## src/rtl/stream_pkg.sv

```systemverilog
// Shared definitions for the 4-bit master-flag / 2-bit slave-flag stream protocol.
package stream_pkg;

    localparam int unsigned MF_W = 4;
    localparam int unsigned SF_W = 2;

    localparam int unsigned MF_VLD   = 0;
    localparam int unsigned MF_LAST  = 1;
    localparam int unsigned MF_FIRST = 2;
    localparam int unsigned MF_AGAIN = 3;

    localparam int unsigned SF_BSY = 0;
    localparam int unsigned SF_ABT = 1;

    typedef enum logic [1:0] {
        IDLE = 2'd0,
        PKT  = 2'd1,
        DROP = 2'd2
    } sink_state_e;

    // Saturating 16-bit increment for event counters.
    function automatic logic [15:0] sat_inc16(input logic [15:0] v);
        return (v == 16'hFFFF) ? v : 16'(v + 16'd1);
    endfunction

endpackage

```

## src/rtl/sink_mem.sv

```systemverilog
// Packet FIFO storage: DEPTH x WIDTH registers, synchronous write, asynchronous read.
module sink_mem #(
    parameter int unsigned WIDTH = 34,
    parameter int unsigned DEPTH = 16,
    parameter int unsigned AW    = 4
) (
    input  logic             clk,
    input  logic             we,
    input  logic [AW-1:0]    waddr,
    input  logic [WIDTH-1:0] wdata,
    input  logic [AW-1:0]    raddr,
    output logic [WIDTH-1:0] rdata
);

    logic [WIDTH-1:0] mem [DEPTH];

    // No reset: readers qualify the output with the committed-data valid.
    always_ff @(posedge clk) begin
        if (we) begin
            mem[waddr] <= wdata;
        end
    end

    assign rdata = mem[raddr];

endmodule

```

## src/rtl/stream_pkt_sink.sv

```systemverilog
// Terminal stream receiver with packet FIFO, commit/rewind and busy/abort flag generation.
// Optional STREAM_SINK_STATS_EN adds saturating pkt_cnt / abt_cnt outputs.
module stream_pkt_sink
    import stream_pkg::*;
#(
    parameter int unsigned W      = 32,
    parameter int unsigned DEPTH  = 16,
    parameter int unsigned MAXLEN = 256
) (
    input  logic            clk,
    input  logic            rst_n,
    input  logic [W-1:0]    uc_d0,
    input  logic [MF_W-1:0] uc_mflags,
    output logic [SF_W-1:0] cu_sflags,
    output logic [W-1:0]    rd_data,
    output logic            rd_first,
    output logic            rd_last,
    output logic            rd_vld,
    input  logic            rd_rdy
`ifdef STREAM_SINK_STATS_EN
    ,
    output logic [15:0]     pkt_cnt,
    output logic [15:0]     abt_cnt
`endif
);

    localparam int unsigned AW = (DEPTH > 1) ? $clog2(DEPTH) : 1;
    localparam int unsigned PW = AW + 1;
    localparam int unsigned LW = $clog2(MAXLEN + 1);
    localparam int unsigned MW = W + 2;

    sink_state_e   state_q, state_d;
    logic [PW-1:0] wr_q, wr_d;
    logic [PW-1:0] cm_q, cm_d;
    logic [PW-1:0] rd_q;
    logic [LW-1:0] len_q, len_d;
    logic          abt_q, abt_d;
    logic          commit_ev;

    logic          mem_we;
    logic [AW-1:0] mem_waddr;
    logic [MW-1:0] mem_wdata;
    logic [MW-1:0] mem_rdata;

    logic uc_vld, uc_last, uc_first, uc_again;
    logic full, bsy, offered, acc, pop, deadlock;
    logic [PW-1:0] wr_inc, cm_inc;

    assign uc_vld   = uc_mflags[MF_VLD];
    assign uc_last  = uc_mflags[MF_LAST];
    assign uc_first = uc_mflags[MF_FIRST];
    assign uc_again = uc_mflags[MF_AGAIN];

    // Flow control is decoded from registered state only.
    assign full     = (PW'(wr_q - rd_q) == PW'(DEPTH));
    assign bsy      = full & (state_q != DROP);
    assign offered  = uc_vld & ~uc_again;
    assign acc      = offered & ~bsy;
    assign deadlock = (state_q == PKT) & full & (cm_q == rd_q);

    assign rd_vld   = (cm_q != rd_q);
    assign pop      = rd_vld & rd_rdy;

    assign wr_inc   = PW'(wr_q + PW'(1));
    assign cm_inc   = PW'(cm_q + PW'(1));

    assign mem_wdata = {uc_first, uc_last, uc_d0};

    always_comb begin
        cu_sflags         = '0;
        cu_sflags[SF_BSY] = bsy;
        cu_sflags[SF_ABT] = abt_q;
    end

    // Next-state, pointer and write-port control.
    always_comb begin
        state_d   = state_q;
        wr_d      = wr_q;
        cm_d      = cm_q;
        len_d     = len_q;
        abt_d     = 1'b0;
        commit_ev = 1'b0;
        mem_we    = 1'b0;
        mem_waddr = wr_q[AW-1:0];

        unique case (state_q)
            IDLE: begin
                if (acc) begin
                    if (uc_first) begin
                        mem_we = 1'b1;
                        wr_d   = wr_inc;
                        len_d  = LW'(1);
                        if (uc_last) begin
                            cm_d      = wr_inc;
                            commit_ev = 1'b1;
                        end else begin
                            state_d = PKT;
                        end
                    end else begin
                        abt_d = 1'b1;
                        if (!uc_last) begin
                            state_d = DROP;
                        end
                    end
                end
            end

            PKT: begin
                if (deadlock) begin
                    // Packet cannot fit even with an empty reader side: give up on it.
                    wr_d    = cm_q;
                    len_d   = '0;
                    abt_d   = 1'b1;
                    state_d = DROP;
                end else if (acc) begin
                    if (uc_first) begin
                        // Restart: drop the open packet, new beat lands at the commit point.
                        abt_d     = 1'b1;
                        mem_we    = 1'b1;
                        mem_waddr = cm_q[AW-1:0];
                        wr_d      = cm_inc;
                        len_d     = LW'(1);
                        if (uc_last) begin
                            cm_d      = cm_inc;
                            commit_ev = 1'b1;
                            state_d   = IDLE;
                        end
                    end else if (len_q == LW'(MAXLEN)) begin
                        abt_d   = 1'b1;
                        wr_d    = cm_q;
                        len_d   = '0;
                        state_d = uc_last ? IDLE : DROP;
                    end else begin
                        mem_we = 1'b1;
                        wr_d   = wr_inc;
                        len_d  = LW'(len_q + LW'(1));
                        if (uc_last) begin
                            cm_d      = wr_inc;
                            commit_ev = 1'b1;
                            state_d   = IDLE;
                        end
                    end
                end
            end

            DROP: begin
                if (acc && uc_last) begin
                    state_d = IDLE;
                end
            end

            default: begin
                state_d = IDLE;
            end
        endcase
    end

    always_ff @(posedge clk or negedge rst_n) begin
        if (!rst_n) begin
            state_q <= IDLE;
            wr_q    <= '0;
            cm_q    <= '0;
            rd_q    <= '0;
            len_q   <= '0;
            abt_q   <= 1'b0;
        end else begin
            state_q <= state_d;
            wr_q    <= wr_d;
            cm_q    <= cm_d;
            len_q   <= len_d;
            abt_q   <= abt_d;
            if (pop) begin
                rd_q <= PW'(rd_q + PW'(1));
            end
        end
    end

    sink_mem #(
        .WIDTH (MW),
        .DEPTH (DEPTH),
        .AW    (AW)
    ) u_mem (
        .clk   (clk),
        .we    (mem_we),
        .waddr (mem_waddr),
        .wdata (mem_wdata),
        .raddr (rd_q[AW-1:0]),
        .rdata (mem_rdata)
    );

    // Head word is only meaningful when committed data exists.
    assign rd_data  = rd_vld ? mem_rdata[W-1:0] : '0;
    assign rd_last  = rd_vld & mem_rdata[W];
    assign rd_first = rd_vld & mem_rdata[W+1];

`ifdef STREAM_SINK_STATS_EN
    always_ff @(posedge clk or negedge rst_n) begin
        if (!rst_n) begin
            pkt_cnt <= '0;
            abt_cnt <= '0;
        end else begin
            if (commit_ev) begin
                pkt_cnt <= sat_inc16(pkt_cnt);
            end
            if (abt_q) begin
                abt_cnt <= sat_inc16(abt_cnt);
            end
        end
    end
`else
    logic unused_commit;
    assign unused_commit = commit_ev;
`endif

endmodule

```

## config.mk

```make
export PLATFORM = sky130hd
export DESIGN_NAME = stream_pkt_sink
export DESIGN_NICKNAME = d
export VERILOG_FILES = /design/src/rtl/stream_pkg.sv /design/src/rtl/sink_mem.sv /design/src/rtl/stream_pkt_sink.sv
export SDC_FILE = /design/constraint.sdc
export NUM_CORES = 1
export LEC_CHECK = 0
export CORE_ASPECT_RATIO = 0.7
export CORE_MARGIN = 4
export CORE_UTILIZATION = 65
export DETAILED_ROUTE_END_ITERATION = 10
export PLACE_DENSITY = 0.91
export RECOVER_POWER = 25
export SLEW_MARGIN = 20
export SYNTH_ARGS = -nofsm -noshare
export SYNTH_HDL_FRONTEND = slang
export SYNTH_HIERARCHICAL = 1
export SYNTH_SLANG_ARGS = --single-unit
```

## constraint.sdc

```tcl
create_clock -name clk -period 16.8 [get_ports clk]
set_clock_uncertainty 0.15 [all_clocks]
set_input_delay 3.36 -clock clk [delete_from_list [all_inputs] [get_ports clk]]
set_output_delay 3.36 -clock clk [all_outputs]
set_load 0.005 [all_outputs]
```

After elaboration in Yosys (flattened, before gate mapping)
Memory sizes are Yosys's and may differ from the RTL's.
Index checks and enable logic that the tools add are counted.
- flip-flop bits (word level): 27
- bits in writable memories: 544
- input bits: 39
- output and inout bits: 37
- logic and storage cells: 100
- memories kept: 1
- add/subtract/negate cells: 5
- eq/ne operators: 16
- multiplexer cells: 56
- bitwise logic cells: 10
- reduce and logical (&&, ||, !) cells: 6
- memory list (name ; words ; bits a word ; read ports ; clocked after memory_dff ; write ports ; line ; source):
    u_mem.mem ; 16 ; 34 ; 1 ; 0 ; 1 ; sink_mem.sv:15 ; logic [WIDTH-1:0] mem [DEPTH];
- operator list (kind ; count):
    $mux 5 ; 14
    $mux 9 ; 6
    $mux 32 ; 1
    $mux 2 ; 11
    $pmux 5 s2 ; 2
    $pmux 9 s2 ; 1
    $mux 4 ; 4
    $add 5x1->5 const B ; 3
    $mux 1 ; 14
    $ne 2x2->1 const B ; 7
    $add 9x1->9 const B ; 1
    $eq 9x9->1 const B ; 1
    $ne 3x3->1 const B ; 3
    $and 1x1->1 ; 8
    $reduce_and 4->1 ; 2
    $reduce_and 7->1 ; 1
    $pmux 2 s3 ; 1
    $eq 5x5->1 ; 1
    $eq 5x5->1 const B ; 1
    $ne 5x5->1 ; 1
    $sub 5x5->5 ; 1
    $pmux 1 s2 ; 2
    $eq 2x1->1 const B ; 1
    $eq 2x2->1 const B ; 1
    4 further kinds ; 5

Longest topological paths before layout
- depth in word-level cells: 10
- mapped depth: 11
- depth with buffers taken out: 10

By module
Netlist, hierarchy kept.
- by module, submodules not included (module ; times used ; cells each ; area an instance (µm²) ; sequential area each (µm²)):
    sink_mem ; 1 ; 854 ; 20395.8 ; 16335.7
    stream_pkt_sink ; 1 ; 278 ; 2209.6 ; 675.6

Worst setup path after synthesis
Ideal clock, no wire load.
- path type: input to register
- from: input port uc_mflags[2]
- to: memory u_mem.mem[0][0] (enable)
- setup time: 467 ps
- arrival time: 7505 ps
- required time: 16183 ps
- path slack: 8677 ps
- stages: 6
- path buffers: 1
- cells stage by stage: clkbuf_1 > nand2_1 > nor3_1 > mux2_2 > or3b_2 > nor3_1
- elaborated cells on any way between the ends: 12
- those cells by class: mux (12)
- RTL lines (item ; line ; source):
    start: declaration ; stream_pkt_sink.sv:13 ; input logic [MF_W-1:0] uc_mflags,
    $mux 4 ; stream_pkt_sink.sv:116 ; if (uc_first) begin
    $mux 4 ; stream_pkt_sink.sv:115 ; end else if (acc) begin
    $mux 4 ; stream_pkt_sink.sv:109 ; if (deadlock) begin
    $mux 4 ; stream_pkt_sink.sv:86 ; unique case (state_q)
    via mem_waddr[2] ; stream_pkt_sink.sv:41 ; logic [AW-1:0] mem_waddr;
    end: declaration ; sink_mem.sv:15 ;
The timed path passes the listed nets, and every way through them passes these cells.

Final worst setup path
- from: register rd_q[1]
- to: output port rd_data[28]
- word-level cells in the longest chain between the ends: 2
- elaborated cells on any way between the ends: 3
- those cells by class: eq/ne (1); mux (1); memory (1)
- ends and longest elaborated chain (item ; line ; source):
    start: declaration ; stream_pkt_sink.sv:35 ; logic [PW-1:0] rd_q;
    start signal: assignment ; stream_pkt_sink.sv:173 ; rd_q <= PW'(rd_q + PW'(1));
    $mem_v2 16x34 ; -- ;
    via mem_rdata[28] ; stream_pkt_sink.sv:43 ; logic [MW-1:0] mem_rdata;
    $mux 32 ; stream_pkt_sink.sv:192 ; assign rd_data = rd_vld ? mem_rdata[W-1:0] : '0;
    end: declaration ; stream_pkt_sink.sv:15 ; output logic [W-1:0] rd_data,
The timed path passes the listed nets, and every way through them passes these cells.

==> run summary <==
By count the netlist is led by 544 x sky130_fd_sc_hd__edfxtp_1, 136 x sky130_fd_sc_hd__mux4_2, 70 x sky130_fd_sc_hd__a22oi_1, 56 x sky130_fd_sc_hd__nand2_1. For the portion of the post-synthesis area used by sequential elements, the log shows 75.25%. The depth of the CTS H-tree was 2. The logs give 0 for the count of unresolved DRC violations after routing and 0 for the number of buffers inserted for hold repair after clock tree synthesis.

In the global route stage, overall resource usage came out at 28.40%. Counting along the longest clock path gives a buffer depth of 3. The tools report the number of antenna violations at the first check in global routing as 0. Tracing the worst setup path back leads to its startpoint at rd_q[1]$_DFFE_PN0P_. At the end of the flow, the number of nets in the layout was 1,268. Hold is met by 0.3574 ns. Setup repair after global routing left no endpoint under its margin. The synthesized design contains 544 enable-type register cells. Biggest area consumer among synthesized cells: sky130_fd_sc_hd__edfxtp_1. Counting the buffers created by CTS gives 51. The net count of the mapped netlist was 1,180. The first-pass GRT wire length is 78.32 mm, and the starting density of the core is 66.66%. The flow ran to the end, but the final reports show violations.

For the worst setup path, the data arrival time is 4.37 ns. The first routing iteration left 1,557 violations. Of all flip-flops after synthesis, the portion carrying an async set or reset was 4.729%.

The run gives 8.247 nW as the static power due to leakage. Area overhead of the layout relative to synthesis: 14.22%. Of the post-synthesis cell area, the dominant cell type holds 72.26%. The finished cells cover 25,820 um2. The instance count after placement with tap cells included is 1,618.

The non-filler instance count after layout was 1,724; the horizontal die dimension was 230.9 um. The checks that failed: max-capacitance violations, max-slew violations. After detailed routing, the number of vias per cell comes to 6.811.

Dividing total power by cell area gives a power density of 163.8 nW/um2. Largest net degree at the start of global routing: 103. In this run the most critical hold path is launched from len_q[7]$_DFFE_PN0P_. The I/O pin count was 76; the worst slack at placement was 8.445 ns.

In this run the tightest slew margin relative to its limit is -2.345%. After clock tree synthesis, the clock-pin slew on the worst setup and hold paths is 0.07 ns. The synthesized netlist devotes 4.140% of its cell area to simple gates. Adding up every negative setup slack in the final design gives 0 ns. For the count of endpoints failing hold in the final timing report, the log shows 0.

The path class of the tightest hold or removal check is reg -> reg. After synthesis, the share of cell area in mux cells is 13.84%. Count of state elements after synthesis: 571. The tools report the core box area as 33,910 um2. The first detailed-routing pass ran for 5 iterations. The run gives 48 as the number of different library cells in the post-synthesis netlist. After technology mapping, the gate count stands at 1,132. Maximum frequency from static timing analysis: 126.9 MHz. The kind of critical path is reg -> out. The detailed router placed 11,740 vias in this run.

For this run, the slowest stage of the critical path takes 0.85 ns. The time the final worst path needs with I/O delays and setup is 7.882 ns, and the area occupied by multi-input gates is 5379 um2. Post-synthesis share of cell area spent on full adders, half adders and majority gates: 0.4981%. STA classifies the critical path startpoint as a flip-flop.

The max-capacitance violation count was 1. Setup violations remaining at the end of the flow were counted as 0. Once routing completed, OpenROAD measured the worst setup slack at 8.918 ns. The combinational family with the most area after synthesis is multiplexers. The share of the synthesized area in compound gates (AO/OA/AOI/OAI) works out to 3.969%. The Yosys step of the flow raised 6 warnings. The mean instance size in the synthesized netlist is 19.97 um2, and the final worst-path cycle share is 46.91%. For the pin with the worst max-slew slack, the measured transition is 1.535 ns. The startpoint of the worst register-to-register path is rd_q[0]$_DFFE_PN0P_. The synthesized netlist devotes 0.7361% of its cell area to XOR and XNOR gates.

Summed over all layers, the global routing overflow is 0. The worst setup path is captured at an output port. The overall die area was 37,870 um2; the proportion of layout cells with a drive suffix above 1 was 20.73%. The critical path contains buffers and inverters numbering 3 combined. Traced cell by cell, the critical path runs through buf_4 -> buf_4 -> mux4_2 -> a22oi_1 -> nand2_1 -> and2_1 -> clkdlybuf4s50_1.

The root buffer cell chosen for the clock tree is sky130_fd_sc_hd__clkbuf_16. In this run the worst path has a maximum fanout of 74. After detailed placement, the total cell area comes to 23,850 um2.

At the worst endpoint, the required time is 13.29 ns. The number of global-route vias before repair came out at 12,130. For the count of antenna-violating nets left after detailed routing, the log shows 0. On the critical path, the stage with the largest delay is an instance of sky130_fd_sc_hd__buf_4. The congestion estimate from routability-driven global placement came to 0.8819. The count of buffers added on input and output ports is 75.

Registers take 17,020 um2. By area the synthesized netlist is led by sky130_fd_sc_hd__edfxtp_1 72%, sky130_fd_sc_hd__mux4_2 14%, sky130_fd_sc_hd__dfrtp_1 3.0%, sky130_fd_sc_hd__a22oi_1 2.3%, sky130_fd_sc_hd__and2_1 0.97%. The clock reaches the later pin of the worst-skew pair after 0.58 ns. VDD sags by at most 0.1344 mV.

The height of the die is 164.0 um. The tools report the cell area after technology mapping as 22,610 um2. Summed over all layers, the routed wires come to 52.59 mm.

The tools report the number of instances resized during post-cts repair as 0. The run gives 28.50 mm as the HPWL reported at the end of detailed placement. After detailed routing, the average wire length per cell comes to 30.50 um.

After filler insertion, the fill cell instance count of the layout stands at 1,795. In this design, the largest share of critical-path delay is due to buffers and inverters. For the final count of pins violating max slew, the log shows 28. Counting every sink on the clock net gives 571. TritonCTS built the clock tree. The run gives 56 as the number of rows in the core area. The leading cell type by number of instances after synthesis was sky130_fd_sc_hd__edfxtp_1. Top flip-flop cell by instance count after synthesis: sky130_fd_sc_hd__edfxtp_1. The tools report the buffer count from post-CTS setup fixing as 0. The most repeated library cell on the critical path is sky130_fd_sc_hd__buf_4.
==> flip-flops by register name (all words and copies together), names as in the netlist <==
signal,count
state_q,2
wr_q,5
u_mem/mem,544
len_q,9
rd_q,5
abt_q,1
cm_q,5
==> layer usage <==
metal	vias up	part of all wire (%)	global-route usage (%)
met4	0	3.9	11.31
met5	-	0	0
met3	131	8.2	4.369
met2	771	51	47.86
li1	4834	-	-
met1	6006	37	38.41
==> where the power goes <==
part / switching (mW) / internal [mW]
Combinational: 0.678 / 0.661
Clock: 0.506 / 0.666
Sequential: 0.0846 / 1.63
Total: 1.27 / 2.96
==> cells in the final DEF, fill, tap and decap left out, drive strengths merged, types with 3 or more instances in the layout <==
cell	count
mux4	136
nand4	3
a21oi	12
ha	9
a22oi	70
nor4	4
bufinv	6
o31ai	4
o21ai	29
buf	21
dlygate4sd3	21
nor3	13
clkbuf	66
a31oi	3
xnor2	12
nand2b	8
and2	35
nor2b	6
nor2	33
nand2	56
inv	11
clkinv	15
mux2	4
xor2	7
edfxtp	544
dfrtp	27
clkinvlp	6
clkdlybuf4s50	54
nand3	11
and3	7
==> per-stage QoR <==
| stage | util [%] | total power [mW] |
|---|---|---|
| finish | 76.14 | 4.229 |
| global route | 76.13 | 4.407 |
| CTS | 75.27 | 4.234 |
| detailed placement | 70.34 | 3.044 |
| global placement | 70.34 | 3.005 |
| floorplan | - | 2.560 |
==> kinds of logic (layout without fill, tap and decap cells) <==
logic type                 after synthesis  after routing
buffers and inverters                   73            200
muxes                                  142            142
xor gates and xnor gates                19             19
AOI/OAI and AO/OA                      132            132
other                                    0              1
and+or+nand+nor                        186            186
DFF                                    571            571
adders and majority gates                9              9
==> area by class of cell <==
type                       instances  share of cell area [%]
antenna                            1                0.009692
clock buffer                      64                   5.253
clock inverter                    28                   1.226
inverter                          10                  0.1454
multi-input combinational        488                   20.83
sequential                       571                   65.91
tap                              464                   2.248
timing repair buffer              98                   4.371
==> path summary, 6_finish.rpt <==
check / end / slack, ns / cells past startpoint
setup / recovery: rd_data[28] / 8.92 / 7
hold / removal: len_q[7]$_DFFE_PN0P_ / 0.36 / 1
setup reg to reg: u_mem/mem[5][25]$_DFFE_PP_ / 11.22 / 8
hold reg to reg: len_q[7]$_DFFE_PN0P_ / 0.36 / 1
max in group asynchronous: rd_q[1]$_DFFE_PN0P_ / 11.86 / 2
min in group asynchronous: len_q[8]$_DFFE_PN0P_ / 3.55 / 2
No activity file was read; power rests on OpenSTA's default activity.
